===== src/rtl/instr_fetch_unit_if.sv =====
// Fetch-stage bundle: instruction-memory port, back-end flags and the decode handshake.
interface instr_fetch_unit_if;
  logic [31:0] imem_addr;
  logic [31:0] imem_data;
  logic [3:0]  flags_nzcv;
  logic        flags_valid;
  logic [31:0] instr_out;
  logic [31:0] pc_out;
  logic        instr_valid;
  logic        instr_ready;
  logic        redirect;
  logic        halted;

  modport master (
    output imem_addr,
    input  imem_data,
    input  flags_nzcv,
    input  flags_valid,
    output instr_out,
    output pc_out,
    output instr_valid,
    input  instr_ready,
    output redirect,
    output halted
  );

  modport slave (
    input  imem_addr,
    output imem_data,
    output flags_nzcv,
    output flags_valid,
    input  instr_out,
    input  pc_out,
    input  instr_valid,
    output instr_ready,
    input  redirect,
    input  halted
  );
endinterface


===== src/rtl/instr_fetch_unit.sv =====
// Fetch stage: owns the PC, forwards non-branch words to decode, resolves B-class branches locally.
// Optional FETCH_HALT_DETECT_EN: a taken self-branch parks fetch in a HALT state until reset.
module instr_fetch_unit #(
  parameter logic [31:0] RESET_PC = 32'd0
) (
  input logic clk,
  input logic rst,
  instr_fetch_unit_if.master bus
);

  typedef enum logic [1:0] {StRun, StWaitFlags, StHalt} state_e;

  state_e      state_q, state_d;
  logic [31:0] pc_q, pc_d;
  logic [31:0] instr_q, instr_d;
  logic [31:0] pc_out_q, pc_out_d;
  logic        valid_q, valid_d;
  logic        redirect_q, redirect_d;

  logic        adv;
  logic        is_branch;
  logic        resolve;
  logic        cond_pass;
  logic [3:0]  cond;
  logic [31:0] pc_inc;
  logic [31:0] target;

  function automatic logic cond_check(input logic [3:0] c, input logic [3:0] f);
    logic n, z, cf, v;
    {n, z, cf, v} = f;
    case (c)
      4'b0000: cond_check = z;
      4'b0001: cond_check = !z;
      4'b0010: cond_check = cf;
      4'b0011: cond_check = !cf;
      4'b0100: cond_check = n;
      4'b0101: cond_check = !n;
      4'b0110: cond_check = v;
      4'b0111: cond_check = !v;
      4'b1000: cond_check = cf && !z;
      4'b1001: cond_check = !cf || z;
      4'b1010: cond_check = (n == v);
      4'b1011: cond_check = (n != v);
      4'b1100: cond_check = !z && (n == v);
      4'b1101: cond_check = z || (n != v);
      4'b1110: cond_check = 1'b1;
      default: cond_check = 1'b0;
    endcase
  endfunction

  always_comb begin
    adv       = !valid_q || bus.instr_ready;
    is_branch = (bus.imem_data[27:25] == 3'b101);
    cond      = bus.imem_data[31:28];
    cond_pass = cond_check(cond, bus.flags_nzcv);
    pc_inc    = pc_q + 32'd1;
    target    = pc_inc + {{8{bus.imem_data[23]}}, bus.imem_data[23:0]};
  end

  always_comb begin
    state_d    = state_q;
    pc_d       = pc_q;
    instr_d    = instr_q;
    pc_out_d   = pc_out_q;
    valid_d    = valid_q;
    redirect_d = 1'b0;
    resolve    = 1'b0;

    unique case (state_q)
      StRun: begin
        if (adv) begin
          if (!is_branch) begin
            instr_d  = bus.imem_data;
            pc_out_d = pc_q;
            valid_d  = 1'b1;
            pc_d     = pc_inc;
          end else begin
            // Branches are consumed here; decode only sees a bubble.
            valid_d = 1'b0;
            if ((cond == 4'b1110) || bus.flags_valid) begin
              resolve = 1'b1;
            end else begin
              state_d = StWaitFlags;
            end
          end
        end
      end
      StWaitFlags: begin
        valid_d = 1'b0;
        resolve = bus.flags_valid;
      end
      StHalt: begin
        valid_d = 1'b0;
      end
      default: state_d = StRun;
    endcase

    if (resolve) begin
      state_d = StRun;
      if (cond_pass) begin
        pc_d       = target;
        redirect_d = 1'b1;
`ifdef FETCH_HALT_DETECT_EN
        if (target == pc_q) begin
          state_d = StHalt;
        end
`endif
      end else begin
        pc_d = pc_inc;
      end
    end
  end

  always_ff @(posedge clk or posedge rst) begin
    if (rst) begin
      state_q    <= StRun;
      pc_q       <= RESET_PC;
      instr_q    <= 32'd0;
      pc_out_q   <= 32'd0;
      valid_q    <= 1'b0;
      redirect_q <= 1'b0;
    end else begin
      state_q    <= state_d;
      pc_q       <= pc_d;
      instr_q    <= instr_d;
      pc_out_q   <= pc_out_d;
      valid_q    <= valid_d;
      redirect_q <= redirect_d;
    end
  end

  assign bus.imem_addr   = pc_q;
  assign bus.instr_out   = instr_q;
  assign bus.pc_out      = pc_out_q;
  assign bus.instr_valid = valid_q;
  assign bus.redirect    = redirect_q;
`ifdef FETCH_HALT_DETECT_EN
  assign bus.halted = (state_q == StHalt);
`else
  assign bus.halted = 1'b0;
`endif

endmodule


===== src/flat_wrapper.sv =====
// flat-port wrapper written by rule: the top's interface ports become plain ports
module instr_fetch_unit_flat 
#(
  parameter logic [31:0] RESET_PC = 32'd0
)
  (clk, rst, bus_imem_addr, bus_imem_data, bus_flags_nzcv, bus_flags_valid, bus_instr_out, bus_pc_out, bus_instr_valid, bus_instr_ready, bus_redirect, bus_halted);
  instr_fetch_unit_if bus_i ();
  input logic clk;
  input logic rst;
  output wire logic [$bits(bus_i.imem_addr)-1:0] bus_imem_addr;
  input wire logic [$bits(bus_i.imem_data)-1:0] bus_imem_data;
  input wire logic [$bits(bus_i.flags_nzcv)-1:0] bus_flags_nzcv;
  input wire logic [$bits(bus_i.flags_valid)-1:0] bus_flags_valid;
  output wire logic [$bits(bus_i.instr_out)-1:0] bus_instr_out;
  output wire logic [$bits(bus_i.pc_out)-1:0] bus_pc_out;
  output wire logic [$bits(bus_i.instr_valid)-1:0] bus_instr_valid;
  input wire logic [$bits(bus_i.instr_ready)-1:0] bus_instr_ready;
  output wire logic [$bits(bus_i.redirect)-1:0] bus_redirect;
  output wire logic [$bits(bus_i.halted)-1:0] bus_halted;
  assign bus_imem_addr = bus_i.imem_addr;
  assign bus_i.imem_data = bus_imem_data;
  assign bus_i.flags_nzcv = bus_flags_nzcv;
  assign bus_i.flags_valid = bus_flags_valid;
  assign bus_instr_out = bus_i.instr_out;
  assign bus_pc_out = bus_i.pc_out;
  assign bus_instr_valid = bus_i.instr_valid;
  assign bus_i.instr_ready = bus_instr_ready;
  assign bus_redirect = bus_i.redirect;
  assign bus_halted = bus_i.halted;
  instr_fetch_unit #(.RESET_PC(RESET_PC)) u_core (.clk(clk), .rst(rst), .bus(bus_i));
endmodule

===== config.mk =====
export PLATFORM = sky130hd
export DESIGN_NAME = instr_fetch_unit_flat
export DESIGN_NICKNAME = d
export VERILOG_FILES = /design/src/rtl/instr_fetch_unit_if.sv /design/src/rtl/instr_fetch_unit.sv /design/src/flat_wrapper.sv
export SDC_FILE = /design/constraint.sdc
export NUM_CORES = 1
export LEC_CHECK = 0
export CAP_MARGIN = 40
export CORE_MARGIN = 2
export CORE_UTILIZATION = 55
export DETAILED_ROUTE_END_ITERATION = 8
export PLACE_DENSITY = 0.95
export SLEW_MARGIN = 20
export SYNTH_ARGS = -nofsm -noshare
export SYNTH_HDL_FRONTEND = slang
export SYNTH_SLANG_ARGS = --single-unit

===== constraint.sdc =====
create_clock -name clk -period 7 [get_ports clk]
set_input_delay 1.4 -clock clk [delete_from_list [all_inputs] [get_ports clk]]
set_output_delay 1.4 -clock clk [all_outputs]
set_load 0.005 [all_outputs]

==> qor.yml <==
status: "completed"
gp_congestion: 0.9519
endpoint_kind: "flip-flop"
clock_skew_ns: 0.01130
grt_pass1_vias: 5643
postLayoutCellArea_um2: 8155
crit_fanout: 7
final.setup.tns_ns: 0
track_usage_pct: 26.59
h-tree-depth: 3
num_vias: 5678
peakVddDrop_mv: 0.2563
synth.area.top_cells: "dfrtp_1, mux2_2, ha_1"
switching_power_mw: 1.245
synth_top_area_share_pct: 38.52
critPathRequiredTime_ns: 7.24
wl_mm: 16.55
portBuffers: 137
drt-initial-drc-count: 465
yosysWarnings: 0
die_h_um: 112.1
clkPwrFrac_pct: 14.6
tightest_slew_ns: 0.7353
viasPerCell: 6.145
ys_seq_elements: 99
cp_slowest_stage_delay_ns: 0.43
synthArstFlopShare_pct: 100.0
grt_overflow: 0
antenna_found_initial: 0
die_w_um: 112.1
final_cell_mix: "clkdlybuf4s50_1, dfrtp_1, mux2_2"
syn_area_um2: 6431
drc: 0
cp_cell_sequence: "ha_1 > nand2_1 > nor2_1 > and3_1 > and2_1 > nand3_1 > xnor2_1 > ha_1 > and3_4 > and4_1 > nand3_1 > nand3_2 > o21ba_1 > o21ai_2 > nand2_1 > a21o_1 > a21o_1 > a211o_1 > a31o_1"
sw_frac_of_total_pct: 38.97
period_needed_ns: 4.508
dr.pass1.iters: 7
start_util_pct: 56.32
relSlewSlack_pct: 50.86
ys.flop_type: "dfrtp_1"
dpl.hpwl_mm: 12.01
max_freq_mhz: 221.9
io_pins: 139
avgSynthCellArea_um2: 9.819
power.density_nw_per_um2: 391.6
setup_viol: 0
comb_power_share_pct: 53.2
numCtsBuffers: 9
crit_type: "reg2reg"
synth_edf_count: 0
die_area_um2: 12570
clk_transition_reported_paths_ns: 0.07
cts_buffer_depth: 2
diodes: 0
final_max_slew_viol_count: 0
grt_max_degree: 67
rsz0062_at_grt: "false"
antenna_left: 0
period_share_pct: 64.39
p_int_mw: 1.949
grt_pass1_wl_mm: 27.09
dpl_cell_area_um2: 7884
syn-num-nets: 735
fin_util_pct: 71.42
layout-drive-gt1-share_pct: 13.32
root_buffer: "clkbuf_16"
area_delta_synth_final_pct: 26.81
synthDistinctLibCells: 65
leakage_nw: 3.463
start_kind: "flip-flop"
synth_seq_area_share_pct: 38.52
drv_cap: 0
fin_nets: 856
wire_per_inst_um: 17.91
cts_tree: "yes"
syn-instance-count: 655
share_seq_of_total_power_pct: 32.2
slowest_stage: "dfrtp_1"
hold_path_class: "reg2reg"
yosys.area.top_type: "dfrtp_1"
hold_viol: 0
core_um2: 11420
layout_commonest_cell: "clkdlybuf4s50_1"
cp_data_arrival_time_ns: 4.74
cts_hold_buffers: 0
cts.sinks: 99
insertion_delay_ns: 0.36
cts_setup_buffers: 0
rows: 39
cts_resized: 0
## cell families after synthesis
| kind of cell | count (synthesis) | share of synthesized area (%) |
|---|---|---|
| adders and majority gates | 40 | 7.899 |
| DFF | 99 | 38.52 |
| AOI/OAI and AO/OA | 157 | 14.96 |
| buffers and inverters | 41 | 2.821 |
| muxes | 74 | 12.96 |
| xor gates and xnor gates | 58 | 8.016 |
| and+or+nand+nor | 185 | 14.77 |
| other | 1 | 0.05831 |
## area by class of cell
type,count,area [um2]
flip-flops and latches,99,2477
fillers,815,3263
inverters,10,40.04
multi-input cells,515,3786
clock buffers,11,242.7
repair buffers,141,1401
well taps,143,178.9
clock inverters,5,28.78
## power by group through the flow
| stage | combinational, mW | sequential [mW] | clock [mW] |
|---|---|---|---|
| floorplan | 1.05 | 0.958 | 0 |
| global placement | 1.61 | 1.01 | 0 |
| detailed placement | 1.67 | 1.03 | 0 |
| CTS | 1.69 | 1.02 | 0.473 |
| global route | 1.85 | 1.06 | 0.492 |
| finish | 1.70 | 1.03 | 0.465 |
## sequential cells by signal, summed over array words and instances, names as in the netlist
name	count
u_core.bus.imem_addr	32
u_core.bus.instr_out	32
u_core.bus.redirect	1
u_core.state_q	1
u_core.bus.instr_valid	1
u_core.bus.pc_out	32
## worst max-delay path: cells and delay by family (launching register included)
kind                       cells  cell delay [ns]
xor gates and xnor gates       1             0.16
AOI/OAI and AO/OA              6             1.30
DFF                            1             0.43
and+or+nand+nor               10             1.85
adders and majority gates      2             0.64
## layer usage
| layer | vias up | part of all wire [%] | GRT usage, % |
|---|---|---|---|
| li1 | 2593 | - | - |
| met1 | 2762 | 41 | 33.96 |
| met2 | 278 | 48 | 44.30 |
| met3 | 45 | 7.9 | 5.562 |
| met4 | 0 | 2.5 | 10.98 |
| met5 | - | 0 | 0 |
## final timing paths
kind / startpoint / end / slack, ns / cells after the start
hold / removal: u_core.bus.imem_addr[31] / u_core.bus.imem_addr[31] / 0.51 / 1
setup / recovery: u_core.bus.imem_addr[0] / u_core.bus.imem_addr[29] / 2.49 / 19
hold reg to reg: u_core.bus.imem_addr[31] / u_core.bus.imem_addr[31] / 0.51 / 1
setup reg to reg: u_core.bus.imem_addr[0] / u_core.bus.imem_addr[29] / 2.49 / 19
max in group asynchronous: rst / u_core.bus.imem_addr[17] / 4.41 / 3
min in group asynchronous: rst / u_core.bus.instr_out[25] / 1.47 / 2
## cells in the mapped netlist (11+ instances only)
master,number
ha_1,39
xor2_1,21
xnor2_1,36
nor2_1,30
dfrtp_1,99
a21o_1,11
nand4_1,11
nand3_1,18
a21oi_1,44
clkbuf_1,21
o21ai_0,58
nand2_1,60
mux2_2,64
## through the flow
stage	std cells	hold WS (ns)	setup slack, ns	total power [mW]
floorplan	655	0.4793	3.010	2.004
global placement	908	0.4881	2.479	2.613
detailed placement	908	0.4949	2.362	2.706
CTS	924	0.5097	2.545	3.187
global route	924	0.5192	2.202	3.401
finish	924	0.5062	2.492	3.194
Power figures use the tool's default switching activity.
